**config.mk**
```make
export PLATFORM = sky130hd
export DESIGN_NAME = mac_seq_multiplier
export DESIGN_NICKNAME = d
export VERILOG_FILES = /design/src/rtl/mac_pkg.sv /design/src/rtl/mac_seq_multiplier.sv
export SDC_FILE = /design/constraint.sdc
export NUM_CORES = 1
export LEC_CHECK = 0
export CORE_ASPECT_RATIO = 1.1
export CORE_UTILIZATION = 30
export DETAILED_ROUTE_END_ITERATION = 12
export HOLD_SLACK_MARGIN = 0.02
export PLACE_DENSITY = 0.49
export SLEW_MARGIN = 20
export SYNTH_ARGS = -nofsm -noshare
export SYNTH_HDL_FRONTEND = slang
export SYNTH_SLANG_ARGS = --single-unit
```
**constraint.sdc**
```tcl
create_clock -name clk -period 6.7 [get_ports clk]
set_clock_uncertainty 0.15 [all_clocks]
set_input_delay 1.34 -clock clk [delete_from_list [all_inputs] [get_ports clk]]
set_output_delay 1.34 -clock clk [all_outputs]
set_load 0.01 [all_outputs]
```
**src/rtl/mac_pkg.sv**
```systemverilog
// ---------------------------------------------------------------------------
// mac_pkg
//   Shared definitions for the MAC pipeline stages.
//   - Default width constants used by every MAC stage.
//   - State encoding for the iterative multiplier FSM.
// ---------------------------------------------------------------------------
package mac_pkg;

  localparam int MAC_DATA_WIDTH = 16;
  localparam int MAC_MUL_WIDTH  = 32;
  localparam int MAC_ACC_WIDTH  = 40;

  typedef enum logic [1:0] {
    IDLE = 2'd0,
    BUSY = 2'd1,
    DONE = 2'd2
  } mul_state_e;

endpackage

```
**src/rtl/mac_seq_multiplier.sv**
```systemverilog
// ---------------------------------------------------------------------------
// mac_seq_multiplier
//   Iterative shift-add multiplier feeding the MAC accumulator's mul_in path.
//   One operand pair is accepted per transaction; the product is built one
//   multiplier bit per cycle (LSB first) over DATA_WIDTH cycles, then held
//   on mul_out with out_valid until the accumulator takes it.
//
//   Build option: define MAC_MUL_SIGNED_EN for two's-complement operands
//   (sign-extended multiplicand, subtracting MSB step, sign-extended
//   product). Without it operands are unsigned and the product is
//   zero-extended.
//
// Ports
//   clk        in   clock, rising edge
//   rst        in   synchronous active-high reset; aborts any transaction
//   in_valid   in   operand pair valid
//   in_ready   out  high only in IDLE
//   in_a       in   multiplicand [DATA_WIDTH]
//   in_b       in   multiplier   [DATA_WIDTH]
//   in_first   in   first product of a new accumulation
//   out_valid  out  high only in DONE
//   out_ready  in   downstream accepts product
//   mul_out    out  registered product [MUL_WIDTH]
//   out_first  out  registered in_first of this product
// ---------------------------------------------------------------------------
module mac_seq_multiplier
  import mac_pkg::*;
#(
  parameter int DATA_WIDTH = MAC_DATA_WIDTH,
  parameter int MUL_WIDTH  = MAC_MUL_WIDTH
) (
  input  logic                  clk,
  input  logic                  rst,
  input  logic                  in_valid,
  output logic                  in_ready,
  input  logic [DATA_WIDTH-1:0] in_a,
  input  logic [DATA_WIDTH-1:0] in_b,
  input  logic                  in_first,
  output logic                  out_valid,
  input  logic                  out_ready,
  output logic [MUL_WIDTH-1:0]  mul_out,
  output logic                  out_first
);

  localparam int PW = 2 * DATA_WIDTH;
  localparam int CW = $clog2(DATA_WIDTH + 1);
  localparam logic [CW-1:0] LAST_CNT = CW'(DATA_WIDTH - 1);

  mul_state_e            state_reg,     state_next;
  logic [CW-1:0]         cnt_reg,       cnt_next;
  // Multiplicand widened to the product width; shifted left once per step
  // so it is always aligned with the multiplier bit being processed.
  logic [PW-1:0]         mcand_reg,     mcand_next;
  // Multiplier shifted right once per step; bit 0 is the current bit.
  logic [DATA_WIDTH-1:0] mplier_reg,    mplier_next;
  logic [PW-1:0]         pp_reg,        pp_next;
  logic                  first_reg,     first_next;
  logic [MUL_WIDTH-1:0]  mul_out_reg,   mul_out_next;
  logic                  out_first_reg, out_first_next;

  logic                  last_step;
  logic [PW-1:0]         step_pp;
  logic [MUL_WIDTH-1:0]  step_ext;

  // One shift-add step. The adder result is kept at PW bits, so the carry
  // out of the top bit is dropped and the product is exact modulo 2^PW.
  always_comb begin
    last_step = (cnt_reg == LAST_CNT);
    step_pp   = pp_reg;
    if (mplier_reg[0]) begin
`ifdef MAC_MUL_SIGNED_EN
      // The multiplier MSB carries weight -2^(DATA_WIDTH-1), so its
      // partial product is subtracted.
      step_pp = last_step ? (pp_reg - mcand_reg) : (pp_reg + mcand_reg);
`else
      step_pp = pp_reg + mcand_reg;
`endif
    end
`ifdef MAC_MUL_SIGNED_EN
    step_ext = MUL_WIDTH'($signed(step_pp));
`else
    step_ext = MUL_WIDTH'(step_pp);
`endif
  end

  // Next-state and datapath control.
  always_comb begin
    state_next     = state_reg;
    cnt_next       = cnt_reg;
    mcand_next     = mcand_reg;
    mplier_next    = mplier_reg;
    pp_next        = pp_reg;
    first_next     = first_reg;
    mul_out_next   = mul_out_reg;
    out_first_next = out_first_reg;

    case (state_reg)
      IDLE: begin
        if (in_valid) begin
`ifdef MAC_MUL_SIGNED_EN
          mcand_next = PW'($signed(in_a));
`else
          mcand_next = PW'(in_a);
`endif
          mplier_next = in_b;
          first_next  = in_first;
          pp_next     = '0;
          cnt_next    = '0;
          state_next  = BUSY;
        end
      end

      BUSY: begin
        pp_next     = step_pp;
        mcand_next  = mcand_reg << 1;
        mplier_next = mplier_reg >> 1;
        cnt_next    = cnt_reg + CW'(1);
        if (last_step) begin
          mul_out_next   = step_ext;
          out_first_next = first_reg;
          cnt_next       = '0;
          state_next     = DONE;
        end
      end

      DONE: begin
        if (out_ready) begin
          state_next = IDLE;
        end
      end

      default: begin
        state_next = IDLE;
      end
    endcase
  end

  always_ff @(posedge clk) begin
    if (rst) begin
      state_reg     <= IDLE;
      cnt_reg       <= '0;
      mcand_reg     <= '0;
      mplier_reg    <= '0;
      pp_reg        <= '0;
      first_reg     <= 1'b0;
      mul_out_reg   <= '0;
      out_first_reg <= 1'b0;
    end else begin
      state_reg     <= state_next;
      cnt_reg       <= cnt_next;
      mcand_reg     <= mcand_next;
      mplier_reg    <= mplier_next;
      pp_reg        <= pp_next;
      first_reg     <= first_next;
      mul_out_reg   <= mul_out_next;
      out_first_reg <= out_first_next;
    end
  end

  // Handshake outputs decode state only, so neither in_valid nor out_ready
  // reaches an output combinationally.
  assign in_ready  = (state_reg == IDLE);
  assign out_valid = (state_reg == DONE);
  assign mul_out   = mul_out_reg;
  assign out_first = out_first_reg;

endmodule
```
Yosys cells after proc, flatten, opt, wreduce, memory -nomap -nowiden
Index checks and enable logic that the tools add are counted.

storage, ports and cells
  register bits after elaboration = 121
  output and inout bits = 35
  word-level logic and storage cells = 36

cells by class
  add/sub/neg operators = 2
  equal/unequal tests = 6
  muxes and demuxes = 14
  reductions and logical operators = 6

operator list
  operator                                               number
  case mux 32 bit (2 select lines)                       2
  2-to-1 mux 32 bit                                      3
  adder 32 bit                                           1
  case mux 16 bit (2 select lines)                       1
  2-to-1 mux 16 bit                                      1
  2-to-1 mux 5 bit                                       2
  case mux 5 bit (2 select lines)                        1
  2-to-1 mux 2 bit                                       3
  case mux 2 bit (3 select lines)                        1
  AND reduction 2 bit                                    3
  adder 5 x 1 -> 5 bit, second input constant            1
  equality test 5 x 4 -> 1 bit, second input constant    1
  inequality test 2 bit, second input constant           2
  AND reduction 3 bit                                    1
  equality test 2 x 1 -> 1 bit, second input constant    1
  equality test 2 bit, second input constant             1
  zero test 2 bit                                        1
  inequality test 2 x 1 -> 1 bit, second input constant  1
  nonzero test 2 bit                                     1

Depth between registers and ports, before layout
Gate-level depths: netlist of run 1.

  depth in word-level cells = 3
  depth in mapped cells = 12
  depth with buffers taken out = 12

Worst setup path before layout of run 1
No wires, ideal clock.

  kind = register to register
  start = register mcand_reg[0]
  end = register mul_out_reg[30] (netlist: mul_out[30])
  library setup time = 91 ps
  data arrival time = 2800 ps
  required time = 6459 ps
  slack = 3659 ps
  cell stages (with the launch flop) = 13
  buffers on the path = 0
  path through = dfxtp_1 ha_1 fa_1 a21o_1 a21oi_1 o21ai_0 nor4b_1 a31o_2 a311oi_1 nand3b_1 o21ai_0 xnor2_1 a311oi_1

on the way
  word-level cells in the longest chain between the ends = 2

ends and longest elaborated chain
  item                    line                       RTL
  from (decl)             mac_seq_multiplier.sv:53   logic [PW-1:0] mcand_reg, mcand_next;
  from (signal assigned)  mac_seq_multiplier.sv:151  mcand_reg <= mcand_next;
  adder 32 bit            mac_seq_multiplier.sv:76   step_pp = pp_reg + mcand_reg;
  2-to-1 mux 32 bit       mac_seq_multiplier.sv:70   if (mplier_reg[0]) begin
  to (signal assigned)    mac_seq_multiplier.sv:155  mul_out_reg <= mul_out_next;
  to (decl)               mac_seq_multiplier.sv:58   logic [MUL_WIDTH-1:0] mul_out_reg, mul_out_next;

Every way passes these cells.
A chain may end at the register's enable or synchronous reset.

Final worst setup path of run 1
Same ends and word-level chain as after synthesis.

==> results of run 1 <==
per-stage QoR:
step	util (%)	worst slack [ns]	area, µm²
global placement	34.7	3.16	7380
detailed placement	34.7	3.07	7380
floorplan	-	3.66	6480
CTS	37.7	3.25	8000
global route	37.8	3.05	8030
finish	37.8	3.27	8030
power groups by stage:
stage                     Combinational [mW]  Clock [mW]  Sequential, mW
final                                  0.251       0.963           0.777
after global routing                   0.279        1.02           0.781
after CTS                              0.251       0.987           0.778
after detailed placement               0.249           0           0.793
after global placement                 0.250           0           0.793
after floorplan                        0.179           0           0.783
cells by family (layout without fill, tap and decap cells):
group	after synthesis	in the layout	share of synthesized area, %
AOI/OAI and AO/OA	220	220	23.7
xor gates and xnor gates	30	30	4.05
adders and majority gates	33	33	6.48
buffers and inverters	68	115	4.05
DFF	121	121	37.4
muxes	28	28	4.46
and+or+nand+nor	304	304	19.9
cell usage in the layout, fill, tap and decap left out, types with 19 or more instances in the layout:
master,count
xnor2_1,19
mux2i_1,24
nor2_1,113
a311oi_1,33
dfxtp_1,120
a211oi_1,25
clkdlybuf4s50_1,70
nand2_1,117
o21ai_0,25
ha_1,32
nand3_1,30
a21o_1,22
a21oi_1,57
layout make-up:
type / instances / area, µm² / share of cell area (%)
multi-input combinational: 615 / 3820 / 47.6
sequential: 121 / 2420 / 30.2
timing repair buffer: 78 / 781 / 9.73
clock buffer: 21 / 480 / 5.99
tap: 290 / 363 / 4.52
clock inverter: 11 / 144 / 1.79
inverter: 5 / 18.8 / 0.234
critical path: stages (launching register included):
cell	delay, ns
dfxtp_1	0.33
ha_1	0.25
fa_1	0.42
a21o_1	0.18
a21oi_1	0.26
o21ai_0	0.14
nor4b_1	0.19
a31o_2	0.29
a311oi_1	0.41
nand3b_1	0.20
o21ai_0	0.11
xnor2_1	0.17
a311oi_1	0.24
worst min path at each step:
stage / start / end / slack (ns) / cells past startpoint
2_1_floorplan: first_reg$_SDFFE_PP0P_ / out_first$_SDFFE_PP0P_ / 0.28 / 2
3_5_place_dp: first_reg$_SDFFE_PP0P_ / first_reg$_SDFFE_PP0P_ / 0.30 / 2
3_3_place_gp: first_reg$_SDFFE_PP0P_ / out_first$_SDFFE_PP0P_ / 0.29 / 2
5_1_grt: first_reg$_SDFFE_PP0P_ / out_first$_SDFFE_PP0P_ / 0.33 / 2
4_1_cts: first_reg$_SDFFE_PP0P_ / out_first$_SDFFE_PP0P_ / 0.31 / 2
6_report: first_reg$_SDFFE_PP0P_ / out_first$_SDFFE_PP0P_ / 0.30 / 2
layer usage:
layer | vias up | wire [µm] | GRT usage (%)
li1 | 2946 | - | -
met1 | 2632 | 8490 | 22.0
met2 | 102 | 7830 | 26.1
met3 | 12 | 646 | 3.47
met4 | 0 | 159 | 6.20
met5 | - | 0 | 0
==> impl_metrics.ini, run 1 <==
[run_status]
outcome = finished with violations
violations = DRC

[cells_and_area]
n_fill_cell = 2246
syn_to_final_growth_pct = 23.8
antenna_cells = 0
layout.cells.non_filler = 1141
final_nets = 908
drive_gt1_share_pct = 6.82

[sta]
timing.final.crit_share_pct = 51.2
finalSetupTns_ns = 0
slew_violations = 0
setup_violations = 0
worst_slew_pin_slew_ns = 1.01
min_period_ns = 3.43
whs_ns = 0.303
rsz0062_at_grt = false
slew_headroom_pct = 32.7
hold_viol = 0
max_freq_mhz = 291

[floorplanning]
die_w_um = 142
start_util_pct = 30.5
core_mm2 = 0.0212
die-area_mm2 = 0.0222
rows = 56
ioPinCount = 72
die_h_um = 156

[clock_tree]
clk_latency_ns = 0.43
hold_buffers = 0
cts.clk_slew.worst_paths_ns = 0.06
htree_levels = 4
clock-sinks = 121
cts.repair.resized = 0
cts_tree = built
cts.path.max_buffers = 2
clock-root-buffer = clkbuf_16
post_cts_buffers = 0
cts_made_buffers = 17

[job]
cap_violations = 0

[logic_synthesis]
ys_top_cells_by_count = 121 x dfxtp_1, 118 x nand2_1, 114 x nor2_1
synth_ff_type = dfxtp_1
ys_ff_latch = 121
avgSynthCellArea_um2 = 8.07
yosys_warnings = 0
yosysTopAreaCellShare_pct = 37.4
ys_top_cells_by_area = dfxtp_1 37%, nand2_1 6.8%, nor2_1 6.6%, ha_1 6.2%, a311oi_1 4.5%
syn_nets = 874
synth_cell_types = 55
synth.largest_area_cell = dfxtp_1
synth_edf_count = 0
synthArstFlopShare_pct = 0
netlist_area_mm2 = 0.00648
yosysSeqAreaShare_pct = 37.4
synthCells = 804
yosysMostFrequentCell = dfxtp_1

[power]
pwr-share-clk_pct = 48.4
intPower_mw = 1.47
cellLeakagePower_nw = 3.05
sw_frac_of_total_pct = 26.3
ir_drop_mv = 0.185
p_per_area_mw_per_mm2 = 248
p_switching_uw = 524
pwr-share-comb_pct = 12.6
power_mw = 1.99
seqPwrFrac_pct = 39.0

[route]
wl_per_cell_um = 15.0
postRouteAntennaNets = 0
avgViaCountPerCell = 4.99
vias = 5692
drc = 1
drtIter0Drc = 255
finalWirelength_um = 17100
firstDrtPassIters = 8

[worst_setup_path]
r2r_cells = 12
r2r_slack_ns = 3.27
r2r-end = mul_out[30]$_SDFFE_PP0P_
r2r-start = mcand_reg[0]$_SDFFE_PP0P_
path_class = register to register
start_kind = register
worst_setup_path_end_kind = register
critPathRequiredTime_ns = 6.88
cp-startpoint = mcand_reg[0]$_SDFFE_PP0P_
cp_max_fo = 3
endpoint = mul_out[30]$_SDFFE_PP0P_
cp.arrival_ns = 3.62

[placement]
portBuffers = 71
gp_congestion = 0.819
dp_hpwl_um = 11500
dpl.cell_count = 1108

[global_routing]
antenna_found_initial = 0
grt_pass1_vias = 5414
grt_start_max_net_pins = 104
grt_use_total_pct = 16.5
grt_pass1_wl_um = 28500
grt_overflow_total = 0

[hold_path]
hp-class = register to register
Note: power is estimated with default switching activity, not from simulation.
==> run 2: changes to the inputs <==
--- a/config.mk
+++ b/config.mk
@@ -9,7 +9,7 @@
 export CORE_UTILIZATION = 30
 export DETAILED_ROUTE_END_ITERATION = 12
 export HOLD_SLACK_MARGIN = 0.02
-export PLACE_DENSITY = 0.49
+export PLACE_DENSITY = 0.51
 export SLEW_MARGIN = 20
 export SYNTH_ARGS = -nofsm -noshare
 export SYNTH_HDL_FRONTEND = slang
==> constraint.sdc (replaced) <==
create_clock -name clk -period 3.09 [get_ports clk]
set_clock_uncertainty 0.15 [all_clocks]
set_input_delay 0.618 -clock clk [delete_from_list [all_inputs] [get_ports clk]]
set_output_delay 0.618 -clock clk [all_outputs]
set_load 0.01 [all_outputs]
==> run 2 against run 1 <==
  * The flow now finishes without violations
  * Sequential share of layout area is 1.7 points lower
  * Register-to-register slack worse by 3.2 ns
  * Cell count grew 3.6%
  * Via count rose by 4.4%
  * Combinational power grew 150%
  * Count of clock-buffer cells in the layout down 2
  * Core utilization rose by 2.7 points
  * First-iteration DRC count grew 26%
  * Clock power is 120% higher
  * Critical path depth decreased by 1
  * Global-route usage up 0.43 points
  * Total power grew 120%
  * Critical endpoint is now mul_out[31]$_SDFFE_PP0P_
  * Highest routed layer unchanged
==> impl_metrics.ini, run 2 (synthesis gave the netlist of run 1 again) <==
[worst_setup_path]
path_buf_inv = 0
start_kind = register
crit_top_cell = xor2_1
worst_setup_path_end_kind = register
crit_chain = ha_4 -> nand4_1 -> or3_4 -> o22ai_4 -> o31a_2 -> a41oi_4 -> o41ai_2 -> xor2_1 -> nand2_1 -> xor2_1 -> a211oi_1
cp.arrival_ns = 3.22
cpPeakStageDelay_ns = 0.41
r2r-start = pp_reg[10]$_SDFFE_PP0P_
critPathRequiredTime_ns = 3.28
cp-startpoint = pp_reg[10]$_SDFFE_PP0P_
cp_max_fo = 5
critical-path-top-delay-family = compound AO/OA/AOI/OAI gates
crit_slowest_cell = o41ai_2
path_class = register to register

[cells_and_area]
fin_area_mm2 = 0.00860
final_nets = 949
layout_commonest_cell = nand2_1
drive_gt1_share_pct = 16.1
multi_input_area_mm2 = 0.00406
n_fill_cell = 2165
layout.cells.non_filler = 1182
seqCellArea_mm2 = 0.00245
antenna_cells = 0
final_cell_mix = 117 x nand2_1, 112 x nor2_1, 102 x dfxtp_1, 70 x clkdlybuf4s50_1, 56 x a21oi_1
post-route-util_pct = 40.5
syn_to_final_growth_pct = 32.5

[hold_path]
hp-class = register to register
worstHoldStart = first_reg$_SDFFE_PP0P_

[sta]
timing.final.crit_share_pct = 97.8
hold_viol = 0
setup_violations = 0
min_period_ns = 3.02
slew_headroom_pct = 61.8
slew_violations = 0
rsz0062_at_grt = true
worst_slew_pin_slew_ns = 0.574
max_freq_mhz = 331

[global_routing]
grt_start_max_net_pins = 53
grt_use_total_pct = 16.9
antenna_found_initial = 0
grt_overflow_total = 0
grt_pass1_vias = 5691
grt_pass1_wl_um = 29400

[placement]
portBuffers = 71
dp_hpwl_um = 12500
dpl.cell_count = 1147
placed_area_mm2 = 0.00769
gp_congestion = 0.863

[floorplanning]
die_h_um = 156
die_w_um = 142
ioPinCount = 72
core_mm2 = 0.0212
die-area_mm2 = 0.0222
start_util_pct = 30.5
rows = 56

[power]
cellLeakagePower_nw = 3.25
ir_drop_mv = 0.350
p_per_area_mw_per_mm2 = 512
power_mw = 4.40

[clock_tree]
cts_tree = built
cts_made_buffers = 17
clk_latency_ns = 0.43
cts.clk_slew.worst_paths_ns = 0.06
htree_levels = 4
clock-root-buffer = clkbuf_16
clock-sinks = 121
cts.path.max_buffers = 2
hold_buffers = 0

[route]
avgViaCountPerCell = 5.03
drc = 0
drtIter0Drc = 322
postRouteAntennaNets = 0
vias = 5943
finalWirelength_um = 17900
firstDrtPassIters = 4
wl_per_cell_um = 15.2

[run_status]
outcome = complete, no violations

[job]
cap_violations = 0
-- run 2: cell count changes in the layout (fill, tap and decap cells not counted), sizes merged --
cell / change
clkinvlp: +1
clkinv: -3
clkbuf: -2
buf: +41
inv: +4
-- run 2: final timing paths --
| check | depth (start not counted) | slack (ns) | endpoint |
|---|---|---|---|
| worst max-delay path | 11 | 0.07 | mul_out[31]$_SDFFE_PP0P_ |
| worst min-delay path | 2 | 0.31 | out_first$_SDFFE_PP0P_ |
| worst max register to register | 11 | 0.07 | mul_out[31]$_SDFFE_PP0P_ |
| worst min register to register | 2 | 0.31 | out_first$_SDFFE_PP0P_ |
-- run 2: worst min-delay path, delay by kind of cell, from the launching register on --
family | cells | cell delay, ns
and+or+nand+nor | 1 | 0.05
AOI/OAI and AO/OA | 1 | 0.05
DFF | 1 | 0.31
-- run 2: routing by layer --
layer  vias up  share of wire [%]  GRT usage (%)  wire length (µm)
li1       3032                  -              -                 -
met4         0                1.3           5.48               228
met1      2783                 48           22.3              8680
met2       106                 47           27.7              8380
met5         -                  0              0                 0
met3        22                3.6           3.25               642
-- run 2: timing repair --
item                                   in CTS  in global routing
setup buffers                               0                  3
gates resized for setup                     7                 52
endpoints found under the hold margin       0                  0
setup endpoints to repair                  12                 18
gates cloned                                0                  0
pin swaps                                   3                 19
-- run 2: layout make-up --
| cell class | instances | share of cell area (%) |
|---|---|---|
| clock buffer | 19 | 5.15 |
| clock inverter | 13 | 1.95 |
| inverter | 5 | 0.218 |
| multi-input combinational | 615 | 47.2 |
| sequential | 121 | 28.5 |
| tap | 290 | 4.22 |
| timing repair buffer | 119 | 12.7 |
-- run 2: through the flow --
step | hold WS, ns | worst slack, ns | TNS [ns]
global placement | 0.292 | -0.0860 | -0.279
global route | 0.336 | -0.0943 | -0.108
floorplan | 0.282 | 0.0490 | 0
CTS | 0.306 | 0.00819 | 0
detailed placement | 0.297 | -0.128 | -0.466
finish | 0.306 | 0.0676 | 0
-- run 2: power breakdown --
part / internal, mW / total (mW) / switching [mW] / leakage [nW]
Combinational: 0.254 / 0.617 / 0.363 / 1.98
Sequential: 1.63 / 1.70 / 0.0651 / 0.990
Clock: 1.30 / 2.08 / 0.787 / 0.283
Total: 3.18 / 4.40 / 1.22 / 3.25
==> run 3: changes to the inputs <==
--- a/config.mk
+++ b/config.mk
@@ -8,6 +8,7 @@
 export CORE_ASPECT_RATIO = 1.1
 export CORE_UTILIZATION = 30
 export DETAILED_ROUTE_END_ITERATION = 12
+export GPL_TIMING_DRIVEN = 0
 export HOLD_SLACK_MARGIN = 0.02
 export PLACE_DENSITY = 0.51
 export SLEW_MARGIN = 20
==> run 3 against run 2 <==
  * The run now ends with setup timing left
  * Count of clock-buffer cells in the layout is 2 lower
  * Sequential power barely moved
  * Hold slack better by 0.0079 ns
  * Sequential share of layout area shrank 0.085 points
  * Clock power rose by 4%
  * Cell count up 2.5%
  * Critical endpoint is now mul_out[29]$_SDFFE_PP0P_
  * Wire length increased by 12%
  * Highest routed layer unchanged
  * Core utilization hardly changed
  * Critical path depth unchanged
  * First-iteration DRC count grew 26%
==> impl_metrics.ini, run 3 (synthesis gave the netlist of run 1 again) <==
[power]
pwr-share-comb_pct = 14.1
intPower_mw = 3.24
p_per_area_mw_per_mm2 = 524
ir_drop_mv = 0.472
seqPwrFrac_pct = 37.7
pwr-share-clk_pct = 48.2
p_switching_mw = 1.27
cellLeakagePower_nw = 3.21
sw_frac_of_total_pct = 28.2

[global_routing]
antenna_found_initial = 0
grt_pass1_vias = 5873
grt_pass1_wl_um = 32000
grt_overflow_total = 0
grt_start_max_net_pins = 17
grt_use_total_pct = 18.8

[route]
avgViaCountPerCell = 5.12
wl_per_cell_um = 16.6
drtIter0Drc = 406
drc = 0
finalWirelength_um = 20100
postRouteAntennaNets = 0
vias = 6207
firstDrtPassIters = 5

[floorplanning]
start_util_pct = 30.5
core_mm2 = 0.0212
die_w_um = 142
rows = 56
die_h_um = 156
ioPinCount = 72
die-area_mm2 = 0.0222

[hold_path]
hp-class = register to register

[worst_setup_path]
r2r_slack_ns = -0.01
r2r-end = mul_out[29]$_SDFFE_PP0P_
cp_max_fo = 4
critPathRequiredTime_ns = 3.28
endpoint = mul_out[29]$_SDFFE_PP0P_
cp.arrival_ns = 3.29
start_kind = register
crit_chain = ha_4 -> a211oi_2 -> o21a_2 -> o22ai_4 -> o31a_2 -> a41oi_4 -> o21ai_2 -> a21o_1 -> a21o_1 -> mux2_4 -> a311oi_2
path_buf_inv = 0
cp-startpoint = mcand_reg[1]$_SDFFE_PP0P_
crit_top_cell = a21o_1
path_class = register to register
worst_setup_path_end_kind = register
cpPeakStageDelay_ns = 0.38
r2r_cells = 11
crit_slowest_cell = dfxtp_4
critical-path-top-delay-family = compound AO/OA/AOI/OAI gates
worstSetupPathDepth = 11
r2r-start = mcand_reg[1]$_SDFFE_PP0P_

[clock_tree]
cts.path.max_buffers = 2
clk_latency_ns = 0.43
cts_tree = built
htree_levels = 4
cts_made_buffers = 17
clock-root-buffer = clkbuf_16
clock-sinks = 121
cts.clk_slew.worst_paths_ns = 0.06

[cells_and_area]
final_nets = 979
fin_area_mm2 = 0.00860
layout_commonest_cell = nand2_1
syn_to_final_growth_pct = 32.6
drive_gt1_share_pct = 10.8
layout.cells.non_filler = 1212
post-route-util_pct = 40.5
antenna_cells = 0
final_cell_mix = 118 x nand2_1, 114 x nor2_1, 111 x dfxtp_1, 71 x clkdlybuf4s50_1, 55 x a21oi_1

[sta]
setup_violations = 1
max_freq_mhz = 323
min_period_ns = 3.10
worst_slew_pin_slew_ns = 0.909
rsz0062_at_grt = true
hold_viol = 0
timing.final.ws_setup_ns = -0.00982
timing.final.crit_share_pct = 100
slew_headroom_pct = 39.4
slew_violations = 0

[placement]
placed_area_mm2 = 0.00756
dpl.cell_count = 1165
dp_hpwl_um = 14700
gp_congestion = 0.871
portBuffers = 71

[run_status]
violations = setup timing
outcome = finished with violations

[job]
cap_violations = 0
run 3: cell count changes in the layout (fill, tap and decap cells not counted), moves of 3 or more:
cell / previous run / this run
buf_4: 47 / 16
dfxtp_2: 17 / 6
clkbuf_1: 1 / 54
buf_1: 0 / 8
clkinvlp_4: 5 / 1
inv_6: 4 / 7
dfxtp_1: 102 / 111
run 3: layout make-up:
| cell class | instances | area (µm²) |
|---|---|---|
| repair buffers | 87 | 831 |
| multi-input cells | 615 | 4070 |
| well taps | 290 | 363 |
| plain buffers | 62 | 233 |
| fillers | 2179 | 12600 |
| clock inverters | 15 | 211 |
| inverters | 5 | 18.8 |
| flip-flops and latches | 121 | 2440 |
| clock buffers | 17 | 425 |
run 3: power groups by stage:
stage,Clock (mW),Combinational [mW],Sequential (mW)
6_report,2.17,0.634,1.70
5_1_grt,2.28,0.698,1.71
4_1_cts,2.21,0.603,1.69
3_5_place_dp,0,0.591,1.72
3_3_place_gp,0,0.589,1.72
2_1_floorplan,0,0.388,1.70
run 3: worst min path at each step:
stage	end	cells after the start	startpoint
floorplan	out_first$_SDFFE_PP0P_	2	first_reg$_SDFFE_PP0P_
CTS	first_reg$_SDFFE_PP0P_	2	first_reg$_SDFFE_PP0P_
detailed placement	out_first$_SDFFE_PP0P_	2	first_reg$_SDFFE_PP0P_
global placement	first_reg$_SDFFE_PP0P_	2	first_reg$_SDFFE_PP0P_
finish	out_first$_SDFFE_PP0P_	2	first_reg$_SDFFE_PP0P_
global route	out_first$_SDFFE_PP0P_	2	first_reg$_SDFFE_PP0P_
run 3: worst min-delay path, stage by stage (launching register included):
cell and delay [ns]:
dfxtp_1 0.31, nand2_1 0.05, a21oi_1 0.05
run 3: layer usage:
metal	GRT usage, %	routed length, µm	vias to the layer above
li1	-	-	3093
met3	3.65	829	29
met2	29.6	9100	152
met4	7.27	393	0
met1	25.3	9780	2933
met5	0	0	-
run 3: timing repair:
action                                  in CTS  in global routing
setup buffers                                8                  8
endpoints found under the setup margin      20                 19
pin swaps                                   11                 19
gates resized for setup                     28                 34
hold buffers                                 0                  0
run 3: metrics by stage:
step	setup slack, ns	power [mW]	setup TNS (ns)	hold WS (ns)
after floorplan	0.0490	2.09	0	0.282
after global placement	-0.590	2.31	-5.60	0.296
after detailed placement	-0.535	2.31	-5.02	0.301
after CTS	0.00424	4.50	0	0.315
after global routing	-0.0925	4.69	-0.319	0.329
final	-0.00982	4.51	-0.00982	0.314
